===== src/rtl/branch_predict_ctrl.sv =====
// ---------------------------------------------------------------------------
// branch_predict_ctrl : 2-bit direction predictor + EX branch resolve/redirect
// Revision: 1.0
// ---------------------------------------------------------------------------
`default_nettype none

module branch_predict_ctrl #(
  parameter int IDX_W        = 6,
  parameter int FLUSH_CYCLES = 2
) (
  input  logic        clk,
  input  logic        rst_n,
  input  logic        i_if_valid,
  input  logic [31:0] i_if_pc,
  output logic        o_pred_taken,
  input  logic        i_ex_valid,
  input  logic [31:0] i_ex_pc,
  input  logic        i_ex_is_cond,
  input  logic        i_ex_is_jump,
  input  logic        i_ex_taken,
  input  logic        i_ex_pred_taken,
  input  logic [31:0] i_ex_target,
  output logic        o_redirect,
  output logic [31:0] o_redirect_pc,
  output logic        o_flush,
  output logic [31:0] o_mispredict_cnt
);

  localparam int         c_ENTRIES    = 1 << IDX_W;
  localparam logic [3:0] c_FLUSH_LOAD = 4'(FLUSH_CYCLES - 1);

  typedef enum logic [0:0] {
    S_IDLE  = 1'b0,
    S_FLUSH = 1'b1
  } state_t;

  state_t            r_state;
  state_t            w_state_nxt;
  logic [3:0]        r_fcnt;
  logic [3:0]        w_fcnt_nxt;
  logic              w_flush;

  logic [1:0]        r_table [c_ENTRIES];
  logic              r_redirect;
  logic [31:0]       r_redirect_pc;
  logic [31:0]       r_mis_cnt;

  logic [IDX_W-1:0]  w_if_idx;
  logic [IDX_W-1:0]  w_ex_idx;
  logic              w_live;
  logic              w_upd;
  logic              w_cond_mis;
  logic              w_mis;
  logic [1:0]        w_ctr_cur;
  logic [1:0]        w_ctr_nxt;
  logic [31:0]       w_redirect_pc;
  logic              w_unused;

  assign w_if_idx = i_if_pc[IDX_W+1:2];
  assign w_ex_idx = i_ex_pc[IDX_W+1:2];

  // Fetch bits outside the index carry no information for the table.
  assign w_unused = &{1'b0, i_if_pc[31:IDX_W+2], i_if_pc[1:0]};

  assign o_pred_taken = i_if_valid & r_table[w_if_idx][1];

  // EX contents are squashed while flushing, so they must not train or redirect.
  assign w_live     = i_ex_valid & ~w_flush;
  assign w_upd      = w_live & i_ex_is_cond & ~i_ex_is_jump;
  assign w_cond_mis = w_upd & (i_ex_taken != i_ex_pred_taken);
  assign w_mis      = w_live & ((i_ex_is_cond & (i_ex_taken != i_ex_pred_taken)) | i_ex_is_jump);

  assign w_redirect_pc = (i_ex_is_jump | i_ex_taken) ? i_ex_target : (i_ex_pc + 32'd4);

  always_comb begin
    w_ctr_cur = r_table[w_ex_idx];
    w_ctr_nxt = w_ctr_cur;
    if (i_ex_taken) begin
      if (w_ctr_cur != 2'b11) w_ctr_nxt = w_ctr_cur + 2'd1;
    end else begin
      if (w_ctr_cur != 2'b00) w_ctr_nxt = w_ctr_cur - 2'd1;
    end
  end

  always_ff @(posedge clk or negedge rst_n) begin
    if (!rst_n) begin
      for (int i = 0; i < c_ENTRIES; i++) begin
        r_table[i] <= 2'b01;
      end
    end else if (w_upd) begin
      r_table[w_ex_idx] <= w_ctr_nxt;
    end
  end

  always_ff @(posedge clk or negedge rst_n) begin
    if (!rst_n) begin
      r_redirect    <= 1'b0;
      r_redirect_pc <= 32'd0;
      r_mis_cnt     <= 32'd0;
    end else begin
      r_redirect <= w_mis;
      if (w_mis) begin
        r_redirect_pc <= w_redirect_pc;
      end
      if (w_cond_mis) begin
        r_mis_cnt <= r_mis_cnt + 32'd1;
      end
    end
  end

  always_ff @(posedge clk or negedge rst_n) begin
    if (!rst_n) begin
      r_state <= S_IDLE;
      r_fcnt  <= 4'd0;
    end else begin
      r_state <= w_state_nxt;
      r_fcnt  <= w_fcnt_nxt;
    end
  end

  always_comb begin
    w_state_nxt = r_state;
    w_fcnt_nxt  = r_fcnt;
    w_flush     = 1'b0;
    case (r_state)
      S_IDLE: begin
        if (w_mis) begin
          w_state_nxt = S_FLUSH;
          w_fcnt_nxt  = c_FLUSH_LOAD;
        end
      end
      S_FLUSH: begin
        w_flush = 1'b1;
        if (r_fcnt == 4'd0) begin
          w_state_nxt = S_IDLE;
        end else begin
          w_fcnt_nxt = r_fcnt - 4'd1;
        end
      end
      default: begin
        w_state_nxt = S_IDLE;
        w_fcnt_nxt  = 4'd0;
      end
    endcase
  end

  assign o_redirect       = r_redirect;
  assign o_redirect_pc    = r_redirect_pc;
  assign o_flush          = w_flush;
  assign o_mispredict_cnt = r_mis_cnt;

endmodule

`default_nettype wire

===== config.mk =====
export PLATFORM = sky130hd
export DESIGN_NAME = branch_predict_ctrl
export DESIGN_NICKNAME = d
export VERILOG_FILES = /design/src/rtl/branch_predict_ctrl.sv
export SDC_FILE = /design/constraint.sdc
export NUM_CORES = 1
export LEC_CHECK = 0
export BUFFER_PORTS_ARGS = -buffer_cell sky130_fd_sc_hd__buf_2
export CAP_MARGIN = 0
export CORE_ASPECT_RATIO = 0.6
export CORE_MARGIN = 2
export CORE_UTILIZATION = 35
export CTS_CLUSTER_DIAMETER = 150
export DETAILED_ROUTE_END_ITERATION = 12
export PLACE_DENSITY = 0.5
export SLEW_MARGIN = 10
export SYNTH_ARGS = -nofsm -noshare
export SYNTH_HDL_FRONTEND = slang
export SYNTH_SLANG_ARGS = --single-unit

===== constraint.sdc =====
create_clock -name clk -period 10.1 [get_ports clk]
set_input_delay 3.03 -clock clk [delete_from_list [all_inputs] [get_ports clk]]
set_output_delay 3.03 -clock clk [all_outputs]
set_load 0.01 [all_outputs]

==> flow_metrics.env, run 1 <==
export IMPL_yosys_register_bits=198
export IMPL_core_rowCount=49
export IMPL_dieWidth_um=227.8
export IMPL_critical_path_max_stage_delay_ps=660
export IMPL_cts_setup_buffers=0
export IMPL_use_met3_pct=4.682
export IMPL_post_synth_instance_area_um2=10520
export IMPL_p_leak_nw=5.365
export IMPL_grt_overflow=0
export IMPL_number_of_enable_flip_flop_cells_after_synthesis=0
export IMPL_worst_ir_drop_vdd_uv=101.0
export IMPL_die_area_um2=31510
export IMPL_path_max_fanout=16
export IMPL_synth_seq_area_share_pct=47.85
export IMPL_setup_total_negative_slack_ps=0
export IMPL_firstDrtPassIters=4
export IMPL_crit_required_ps=7070
export IMPL_critical_path_startpoint_type="input port"
export IMPL_final_critical_path_setup_slack_ps=1613
export IMPL_rsz0062_at_grt="false"
export IMPL_clkLatencyLatePin_ps=450
export IMPL_finalWorstPathRequiredPeriod_ps=8487
export IMPL_cts_sinks=198
export IMPL_result_of_the_run="finished clean"
export IMPL_core_area_um2=29730
export IMPL_grt_use_met2_pct=25.82
export IMPL_worst_setup_path_type="input port to output pin"
export IMPL_power_per_cell_area_nw_per_um2=160.2
export IMPL_syn2layout_area_growth_pct=14.84
export IMPL_drt_iter0_markers=514
export IMPL_fmax_mhz=117.8
export IMPL_hp_class="register to register"
export IMPL_finalWeightedCongestion=0.8157
export IMPL_slew_violations=0
export IMPL_aggregate_global_route_resource_usage_pct=19.39
export IMPL_synthFlopType="sky130_fd_sc_hd__dfrtp_1"
export IMPL_post_drt_via_cell_ratio=5.179
export IMPL_ctsLongestPathBuffers=2
export IMPL_worst_slew_pin_slew_ps=1146
export IMPL_fp_dieH_um=138.3
export IMPL_cts_root_buf="sky130_fd_sc_hd__clkbuf_16"
export IMPL_groute_layer_met1_usage_pct=31.12
export IMPL_slowest_stage="sky130_fd_sc_hd__mux4_2"
export IMPL_max_cap_violations=0
export IMPL_holdBufCountCts=0
export IMPL_most_common_layout_cells="143 x sky130_fd_sc_hd__buf_2, 136 x sky130_fd_sc_hd__mux2_2, 134 x sky130_fd_sc_hd__dfrtp_1"
export IMPL_pre_cts_ws_ps=1580
export IMPL_route_detailed_wl_per_inst_um=20.24
export IMPL_worstPathCellList="buf_2 -> mux4_2 -> mux4_2 -> mux4_2 -> and2_1 -> buf_2"
export IMPL_number_of_antenna_violating_nets_in_the_routed_design=0
export IMPL_ys_async_sr_fraction_pct=100.0
export IMPL_io_buffer_count=144
export IMPL_clock_tree_from_tritoncts="built"
export IMPL_worst_endpoint_arrival_ps=5460
export IMPL_antenna_cells=0
export IMPL_post_cts_resized=0
export IMPL_ys_types=57
export IMPL_cts_buffers=17
export IMPL_initial_antenna_violation_count=0
export IMPL_largest_net_degree_at_the_start_of_global_routing=98
export IMPL_initial_core_util_pct=35.39
export IMPL_first_global_vias=7518
export IMPL_cell_count_after_synthesis=928
export IMPL_post_dp_hpwl_um=20360
export IMPL_final_common_cell="sky130_fd_sc_hd__buf_2"
export IMPL_timing_clock_skew_ps=12.56
export IMPL_timing_critical_path_to_type="output pin"
export IMPL_setup_violations_final=0
export IMPL_syn_num_nets=1035
export IMPL_final_net_count=1152
export IMPL_crit_path_frequent_cell="sky130_fd_sc_hd__mux4_2"
export IMPL_clkTransAtPathRegs_ps=70
export IMPL_maxSlewHeadroom_pct=23.33
export IMPL_via_count=7592
export IMPL_totalWireLength_um=29670
export IMPL_layout_drive_gt1_share_pct=40.36
export IMPL_global_route_wire_length_before_repair_um=46730
export IMPL_syn_avg_cell_area_um2=11.34
export IMPL_timing_hold_violations_final=0
export IMPL_cts_htree_levels=4
export IMPL_ys_warnings_count=0
export IMPL_post_route_period_util_pct=84.03
export IMPL_floorplan_io_pins=171
export IMPL_drc=0
export IMPL_top_usage_layer="met1"
[worst paths after layout]
path	slack (ps)	to	startpoint	cells past startpoint
max	1610	o_pred_taken	i_if_pc[2]	6
min	470	o_mispredict_cnt[31]	o_mispredict_cnt[31]	1
max reg2reg	6800	o_mispredict_cnt[29]	r_state	7
min reg2reg	470	o_mispredict_cnt[31]	o_mispredict_cnt[31]	1
max in group asynchronous	6160	r_table[41]	rst_n	2
min in group asynchronous	2690	r_table[69]	rst_n	1
[layout make-up]
class                      count  area (um2)
timing repair buffer         151       782.0
fill                        2910       17650
tap                          408       510.5
sequential                   198        5035
multi-input combinational    669        5179
clock buffer                  17       425.4
inverter                       8       30.03
clock inverter                15       122.6
[metal layers]
metal / wire, um / vias to the layer above
met3: 1690 / 16
met1: 15740 / 3851
met4: 243 / 0
li1: - / 3544
met2: 11990 / 181
met5: 0 / -
[sequential cells by signal (all words and copies together), names as in the netlist]
name	count
r_fcnt	4
o_redirect	1
o_mispredict_cnt	32
r_table	128
r_state	1
o_redirect_pc	32
[logic make-up (layout without fill, tap and decap cells)]
logic type               after synthesis  after routing  synth area share, %
flip-flops                           198            198                47.85
adder cells (fa/ha/maj)                5              5               0.5708
buffers and inverters                 61            191                3.044
XOR/XNOR                              58             58                4.828
multiplexers                         201            201                24.55
AND/OR/NAND/NOR                      300            300                13.21
AO/OA/AOI/OAI                        105            105                5.945
[stage by stage]
step,utilization [%],power (W),cell area (um2),hold slack [ps],cells
after floorplan,-,0.001141,10520,478.9,928
after global placement,38.80,0.001299,11540,456.0,1434
after detailed placement,38.80,0.001302,11540,462.6,1434
after CTS,40.64,0.001968,12080,477.6,1466
after global routing,40.64,0.002058,12080,505.0,1466
final,40.64,0.001936,12080,470.6,1466
[worst max-delay path, delay by kind of cell]
kind | cells | cell delay [ps]
muxes | 3 | 1620
and+or+nand+nor | 1 | 170
buffers and inverters | 2 | 630
[synth_stat cells (3+ instances only)]
| cell type | count | share of area [%] |
|---|---|---|
| sky130_fd_sc_hd__nand3_1 | 22 | 1.0 |
| sky130_fd_sc_hd__o21ai_0 | 40 | 1.9 |
| sky130_fd_sc_hd__and4_1 | 5 | 0.42 |
| sky130_fd_sc_hd__nand2b_1 | 4 | 0.24 |
| sky130_fd_sc_hd__xnor2_1 | 41 | 3.4 |
| sky130_fd_sc_hd__nor4_1 | 3 | 0.18 |
| sky130_fd_sc_hd__dfstp_2 | 64 | 16 |
| sky130_fd_sc_hd__a221oi_1 | 5 | 0.42 |
| sky130_fd_sc_hd__o22ai_1 | 4 | 0.24 |
| sky130_fd_sc_hd__ha_1 | 3 | 0.36 |
| sky130_fd_sc_hd__clkbuf_1 | 25 | 0.89 |
| sky130_fd_sc_hd__and2_1 | 9 | 0.54 |
| sky130_fd_sc_hd__buf_1 | 7 | 0.25 |
| sky130_fd_sc_hd__buf_4 | 6 | 0.43 |
| sky130_fd_sc_hd__nand2_1 | 117 | 4.2 |
| sky130_fd_sc_hd__inv_1 | 8 | 0.29 |
| sky130_fd_sc_hd__mux2i_1 | 32 | 3.0 |
| sky130_fd_sc_hd__nand3b_1 | 3 | 0.21 |
| sky130_fd_sc_hd__nor2b_1 | 7 | 0.42 |
| sky130_fd_sc_hd__nor3_1 | 9 | 0.43 |
| sky130_fd_sc_hd__a31oi_1 | 7 | 0.42 |
| sky130_fd_sc_hd__mux4_2 | 32 | 6.8 |
| sky130_fd_sc_hd__nor2_1 | 80 | 2.9 |
| sky130_fd_sc_hd__xor2_1 | 17 | 1.4 |
| sky130_fd_sc_hd__a22oi_1 | 4 | 0.29 |
| sky130_fd_sc_hd__a21oi_1 | 31 | 1.5 |
| sky130_fd_sc_hd__buf_2 | 7 | 0.33 |
| sky130_fd_sc_hd__or3_1 | 7 | 0.42 |
| sky130_fd_sc_hd__dfrtp_1 | 134 | 32 |
| sky130_fd_sc_hd__nand4_1 | 10 | 0.59 |
| sky130_fd_sc_hd__mux2_2 | 136 | 15 |
| sky130_fd_sc_hd__buf_6 | 8 | 0.86 |
| sky130_fd_sc_hd__and3_1 | 11 | 0.65 |
[power by group]
part / internal (W) / total [W] / switching [W]
clock network: 0.000320 / 0.000654 / 0.000334
registers: 0.000885 / 0.000935 / 0.0000498
logic: 0.000135 / 0.000346 / 0.000211
(Power assumes the default switching activity.)
==> run 2: changes to the inputs <==
- ABC_AREA: not set -> 1
- PLACE_DENSITY: 0.5 -> 0.51
- clock period: 10.1 -> 7.8 ns (I/O delays scaled with it)
==> run 2 against run 1 <==
  * Die area up 12%
  * Global-route usage up 4.0 points
  * Largest power group unchanged
  * Synthesized cell count up 89%
  * First-iteration DRC count up 140%
  * Highest routed layer unchanged
  * Routed wire length up 39%
  * Cell count up 59%
  * Via count up 52%
  * Hold slack worse by 1.7 ps
  * Sequential share of layout area down 4.5 points
  * Non-clock buffer count up 8
  * Combinational power up 79%
  * Register-to-register slack worse by 1700 ps
==> flow_metrics.env, run 2 <==
export IMPL_dieWidth_um=241.6
export IMPL_worstReg2RegEnd="r_table[98]"
export IMPL_p_leak_nw=6.751
export IMPL_setup_violations_final=0
export IMPL_timing_clock_skew_ps=15.79
export IMPL_synth_seq_area_share_pct=42.47
export IMPL_firstDrtPassIters=5
export IMPL_synth_top_cell_area_share_pct=28.28
export IMPL_worst_ir_drop_vdd_uv=155.0
export IMPL_cts_setup_buffers=0
export IMPL_final_net_count=1971
export IMPL_max_flop_register="r_table"
export IMPL_syn_num_nets=1865
export IMPL_hold_path_startpoint="r_table[112]"
export IMPL_max_cap_violations=0
export IMPL_synth_area_mux_share_pct=0
export IMPL_final_critical_path_setup_slack_ps=1191
export IMPL_worst_endpoint_arrival_ps=4270
export IMPL_whs_path_depth=2
export IMPL_layout_drive_gt1_share_pct=14.70
export IMPL_synthFlopType="sky130_fd_sc_hd__dfrtp_1"
export IMPL_main_combinational_cell_family_by_area_after_synthesis="simple AND/OR/NAND/NOR gates"
export IMPL_ctsLongestPathBuffers=2
export IMPL_cts_root_buf="sky130_fd_sc_hd__clkbuf_16"
export IMPL_maxSlewHeadroom_pct=34.28
export IMPL_aggregate_global_route_resource_usage_pct=23.42
export IMPL_cts_sinks=198
export IMPL_drc=0
export IMPL_synth_most_common_cell="sky130_fd_sc_hd__nand2_1"
export IMPL_ys_async_sr_fraction_pct=100.0
export IMPL_largest_net_degree_at_the_start_of_global_routing=106
export IMPL_timing_critical_path_to_type="output pin"
export IMPL_first_global_vias=10790
export IMPL_power_per_cell_area_nw_per_um2=206.3
export IMPL_final_common_cell="sky130_fd_sc_hd__nand2_1"
export IMPL_critical_path_startpoint_type="input port"
export IMPL_number_of_enable_flip_flop_cells_after_synthesis=0
export IMPL_cts_htree_levels=4
export IMPL_post_route_period_util_pct=84.74
export IMPL_post_synth_instance_area_um2=11860
export IMPL_crit_required_ps=5460
export IMPL_path_max_fanout=23
export IMPL_finalWorstPathRequiredPeriod_ps=6609
export IMPL_r2r_start="r_table[11]"
export IMPL_hp_class="register to register"
export IMPL_most_common_layout_cells="720 x sky130_fd_sc_hd__nand2_1, 193 x sky130_fd_sc_hd__inv_1, 143 x sky130_fd_sc_hd__buf_2"
export IMPL_core_rowCount=52
export IMPL_number_of_antenna_violating_nets_in_the_routed_design=0
export IMPL_cts_buffers=17
export IMPL_syn2layout_area_growth_pct=14.28
export IMPL_post_cts_resized=0
export IMPL_ys_types=34
export IMPL_clkTransAtPathRegs_ps=70
export IMPL_grt_overflow=0
export IMPL_synth_fa_ha_area_share_pct=0.3166
export IMPL_rsz0062_at_grt="false"
export IMPL_setup_total_negative_slack_ps=0
export IMPL_drt_iter0_markers=1219
export IMPL_fmax_mhz=151.3
export IMPL_finalWeightedCongestion=0.9021
export IMPL_worst_setup_path_type="input port to output pin"
export IMPL_synth_top_cells_by_area="sky130_fd_sc_hd__dfrtp_1 28%, sky130_fd_sc_hd__nand2_1 23%, sky130_fd_sc_hd__dfstp_2 14%, sky130_fd_sc_hd__inv_1 6.1%, sky130_fd_sc_hd__nand3_1 5.5%"
export IMPL_slew_violations=0
export IMPL_yosys_area_top_type="sky130_fd_sc_hd__dfrtp_1"
export IMPL_holdBufCountCts=0
export IMPL_hold_path_endpoint="r_table[112]"
export IMPL_io_buffer_count=144
export IMPL_post_drt_via_cell_ratio=4.926
export IMPL_initial_core_util_pct=35.38
export IMPL_via_count=11510
export IMPL_synthesized_area_fraction_occupied_by_ao_oa_aoi_and_oai_cells_pct=6.870
export IMPL_global_route_wire_length_before_repair_um=64250
export IMPL_synthXorXnorAreaFrac_pct=3.398
export IMPL_totalWireLength_um=41170
export IMPL_yosys_register_bits=198
export IMPL_core_area_um2=33510
export IMPL_utilization_after_layout_pct=40.44
export IMPL_worst_slew_pin_slew_ps=985.7
export IMPL_ys_warnings_count=0
export IMPL_synthTopCellsByCount="720 x sky130_fd_sc_hd__nand2_1, 193 x sky130_fd_sc_hd__inv_1, 134 x sky130_fd_sc_hd__dfrtp_1"
export IMPL_antenna_cells=0
export IMPL_initial_antenna_violation_count=0
export IMPL_cell_count_after_synthesis=1758
export IMPL_die_area_um2=35410
export IMPL_r2r_setup_slack_ps=5100
export IMPL_pre_cts_ws_ps=1230
export IMPL_syn_avg_cell_area_um2=6.744
export IMPL_floorplan_io_pins=171
export IMPL_clkLatencyLatePin_ps=460
export IMPL_largest_register_ff_count=128
export IMPL_worst_r2r_path_depth=13
export IMPL_fp_dieH_um=146.6
export IMPL_clock_tree_from_tritoncts="built"
export IMPL_post_dp_hpwl_um=28500
export IMPL_result_of_the_run="finished clean"
export IMPL_timing_hold_violations_final=0
export IMPL_simple_gate_fraction_of_synth_area_pct=37.70
export IMPL_route_detailed_wl_per_inst_um=17.62
[run 2: cell types whose count changed in the layout (fill, tap and decap cells not counted), sizes merged, moves of 35 or more]
cell   before  now
nor2       80  120
nand3      23  131
nor3       10   76
nand2     117  723
mux2      137    0
o21ai      40   75
inv        13  206
[run 2: report_power, final]
group	internal (W)	leakage (nW)	switching, W
clock	0.000466	0.286	0.000460
combinational	0.000205	4.03	0.000415
sequential	0.00117	2.43	0.0000771
[run 2: critical path, cell delays in order]
cell	delay, ps
sky130_fd_sc_hd__buf_2	320
sky130_fd_sc_hd__clkinv_1	140
sky130_fd_sc_hd__buf_4	220
sky130_fd_sc_hd__o21ai_0	170
sky130_fd_sc_hd__a21oi_1	50
sky130_fd_sc_hd__o21ai_0	240
sky130_fd_sc_hd__nand3_1	130
sky130_fd_sc_hd__nand3_1	80
sky130_fd_sc_hd__nand3_1	80
sky130_fd_sc_hd__a21boi_0	280
sky130_fd_sc_hd__buf_2	200
[run 2: cell type report]
class | count | area, um2
clock buffer | 19 | 442.9
inverter | 200 | 750.7
tap | 459 | 574.3
clock inverter | 13 | 150.1
multi-input combinational | 1288 | 5742
sequential | 198 | 5035
timing repair buffer | 159 | 854.6
fill | 3546 | 19960
[run 2: how the worst max path moves through the flow]
| stage | start | end | slack [ps] | cells past startpoint |
|---|---|---|---|---|
| after global routing | i_if_pc[2] | o_pred_taken | 1000 | 11 |
| after global placement | i_if_pc[2] | o_pred_taken | 1210 | 11 |
| after floorplan | i_if_pc[2] | o_pred_taken | 1760 | 10 |
| after CTS | i_if_pc[2] | o_pred_taken | 1230 | 11 |
| after detailed placement | i_if_pc[2] | o_pred_taken | 1230 | 11 |
| final | i_if_pc[2] | o_pred_taken | 1190 | 11 |
[run 2: per-layer routing]
| metal | wire length, um | up-vias | global-route usage, % |
|---|---|---|---|
| li1 | - | 5715 | - |
| met2 | 15910 | 374 | 31.35 |
| met1 | 21700 | 5393 | 37.95 |
| met3 | 3203 | 26 | 5.055 |
| met4 | 351 | 0 | 3.789 |
| met5 | 0 | - | 0 |
[run 2: stage by stage]
| step | hold slack, ps | cell area [um2] | instances | power, W |
|---|---|---|---|---|
| floorplan | 439.6 | 11860 | 1758 | 0.001615 |
| global placement | 452.7 | 12960 | 2304 | 0.001883 |
| detailed placement | 457.6 | 12960 | 2304 | 0.001890 |
| CTS | 469.5 | 13550 | 2336 | 0.002824 |
| global route | 480.1 | 13550 | 2336 | 0.002950 |
| finish | 468.9 | 13550 | 2336 | 0.002796 |
[run 2: cell families (layout without fill, tap and decap cells)]
kind of cell	count (synthesis)	count (layout)
buffers and inverters	272	391
AO/OA/AOI/OAI	152	152
XOR/XNOR	46	46
flip-flops	198	198
AND/OR/NAND/NOR	1087	1087
adder cells (fa/ha/maj)	3	3
==> run 3: changes to the inputs <==
- clock period: 7.8 -> 5.3 ns (I/O delays scaled with it)
==> run 3 against run 2 <==
  * Die area unchanged
  * Register-to-register slack worse by 2200 ps
  * Clock skew down 2.1 ps
  * Critical path type unchanged
  * Highest routed layer unchanged
==> flow_metrics.env, run 3 (synthesis gave the netlist of run 2 again) <==
export IMPL_floorplan_io_pins=171
export IMPL_result_of_the_run="finished clean"
export IMPL_top_usage_layer="met1"
export IMPL_ctsLongestPathBuffers=2
export IMPL_clkLatencyLatePin_ps=460
export IMPL_worst_r2r_path_depth=11
export IMPL_critical_path_startpoint_type="input port"
export IMPL_clock_tree_from_tritoncts="built"
export IMPL_cts_root_buf="sky130_fd_sc_hd__clkbuf_16"
export IMPL_fmax_mhz=200.6
export IMPL_timing_clock_skew_ps=13.73
export IMPL_most_common_layout_cells="720 x sky130_fd_sc_hd__nand2_1, 193 x sky130_fd_sc_hd__inv_1, 143 x sky130_fd_sc_hd__buf_2"
export IMPL_post_dp_hpwl_um=29000
export IMPL_clkTransAtPathRegs_ps=70
export IMPL_max_cap_violations=0
export IMPL_grt_overflow=0
export IMPL_post_cts_resized=0
export IMPL_finalWorstPathRequiredPeriod_ps=4986
export IMPL_final_net_count=1977
export IMPL_aggregate_global_route_resource_usage_pct=23.72
export IMPL_fp_dieH_um=146.6
export IMPL_layout_drive_gt1_share_pct=14.98
export IMPL_hold_path_startpoint="r_fcnt[0]"
export IMPL_number_of_antenna_violating_nets_in_the_routed_design=0
export IMPL_drc=0
export IMPL_hp_class="register to register"
export IMPL_via_count=11530
export IMPL_worst_ir_drop_vdd_uv=233.7
export IMPL_first_global_vias=10410
export IMPL_finalWeightedCongestion=0.9177
export IMPL_crit_required_ps=3710
export IMPL_pre_cts_ws_ps=304.1
export IMPL_totalWireLength_um=41330
export IMPL_largest_net_degree_at_the_start_of_global_routing=96
export IMPL_initial_antenna_violation_count=0
export IMPL_worst_slew_pin_slew_ps=828.7
export IMPL_maxSlewHeadroom_pct=44.75
export IMPL_path_max_fanout=22
export IMPL_cts_sinks=198
export IMPL_post_route_period_util_pct=94.07
export IMPL_slew_violations=0
export IMPL_final_common_cell="sky130_fd_sc_hd__nand2_1"
export IMPL_global_route_wire_length_before_repair_um=64360
export IMPL_p_leak_nw=6.808
export IMPL_drt_iter0_markers=1406
export IMPL_power_per_cell_area_nw_per_um2=304.5
export IMPL_worstReg2RegEnd="o_mispredict_cnt[25]"
export IMPL_dieWidth_um=241.6
export IMPL_timing_hold_violations_final=0
export IMPL_max_flop_register="r_table"
export IMPL_post_drt_via_cell_ratio=4.921
export IMPL_route_detailed_wl_per_inst_um=17.65
export IMPL_core_area_um2=33510
export IMPL_cts_buffers=17
export IMPL_final_critical_path_setup_slack_ps=314.4
export IMPL_worst_setup_path_type="input port to output pin"
export IMPL_whs_path_depth=1
export IMPL_io_buffer_count=144
export IMPL_largest_register_ff_count=128
export IMPL_filler_instances=3518
export IMPL_setup_violations_final=0
export IMPL_setup_total_negative_slack_ps=0
export IMPL_initial_core_util_pct=35.38
export IMPL_holdBufCountCts=0
export IMPL_r2r_setup_slack_ps=2850
export IMPL_firstDrtPassIters=5
export IMPL_die_area_um2=35410
export IMPL_antenna_cells=0
export IMPL_syn2layout_area_growth_pct=15.11
export IMPL_r2r_start="r_state"
export IMPL_grt_use_met2_pct=29.86
export IMPL_cts_htree_levels=4
export IMPL_cts_setup_buffers=0
export IMPL_groute_layer_met1_usage_pct=40.56
export IMPL_use_met3_pct=3.695
export IMPL_core_rowCount=52
export IMPL_hold_path_endpoint="r_fcnt[0]"
export IMPL_worst_endpoint_arrival_ps=3400
export IMPL_utilization_after_layout_pct=40.73
export IMPL_timing_critical_path_to_type="output pin"
export IMPL_rsz0062_at_grt="false"
[run 3: per-stage QoR]
step | hold slack (ps) | cell area (um2) | std cells | total power (W)
2_1_floorplan | 439.6 | 11860 | 1758 | 0.002377
4_1_cts | 469.2 | 13650 | 2342 | 0.004201
3_5_place_dp | 456.6 | 13050 | 2310 | 0.002798
6_report | 465.6 | 13650 | 2342 | 0.004156
5_1_grt | 477.3 | 13650 | 2342 | 0.004391
3_3_place_gp | 454.6 | 13050 | 2310 | 0.002781
[run 3: worst max path at each step]
stage	start	end	slack, ps	cells past startpoint
4_1_cts	i_if_pc[3]	o_pred_taken	290	9
3_3_place_gp	i_if_pc[3]	o_pred_taken	330	9
3_5_place_dp	i_if_pc[3]	o_pred_taken	300	9
6_report	i_if_pc[3]	o_pred_taken	310	9
2_1_floorplan	i_if_pc[2]	o_pred_taken	760	10
5_1_grt	i_if_pc[3]	o_pred_taken	160	9
[run 3: routing by layer]
layer	up-vias	share of wire, %
met5	-	0
met4	0	1.1
met3	28	6.0
met2	328	38
met1	5442	55
li1	5728	-
[run 3: area by class of cell]
| type | instances | area, um2 | share of cell area, % |
|---|---|---|---|
| clock buffers | 19 | 442.9 | 3.245 |
| clock inverters | 13 | 158.9 | 1.164 |
| inverters | 200 | 750.7 | 5.501 |
| multi-input cells | 1288 | 5737 | 42.03 |
| flip-flops and latches | 198 | 5035 | 36.89 |
| well taps | 459 | 574.3 | 4.208 |
| repair buffers | 165 | 949.7 | 6.958 |
[run 3: report_power, final]
part | switching, W | internal (W)
Clock | 0.000660 | 0.000725
Combinational | 0.000621 | 0.000312
Sequential | 0.000112 | 0.00173
[run 3: critical path, cell delays in order]
cell,delay (ps)
sky130_fd_sc_hd__buf_2,100
sky130_fd_sc_hd__inv_1,490
sky130_fd_sc_hd__o21ai_0,200
sky130_fd_sc_hd__o211ai_1,250
sky130_fd_sc_hd__nand3_1,120
sky130_fd_sc_hd__nand3_1,100
sky130_fd_sc_hd__nand3_1,100
sky130_fd_sc_hd__a21boi_0,260
sky130_fd_sc_hd__buf_2,190
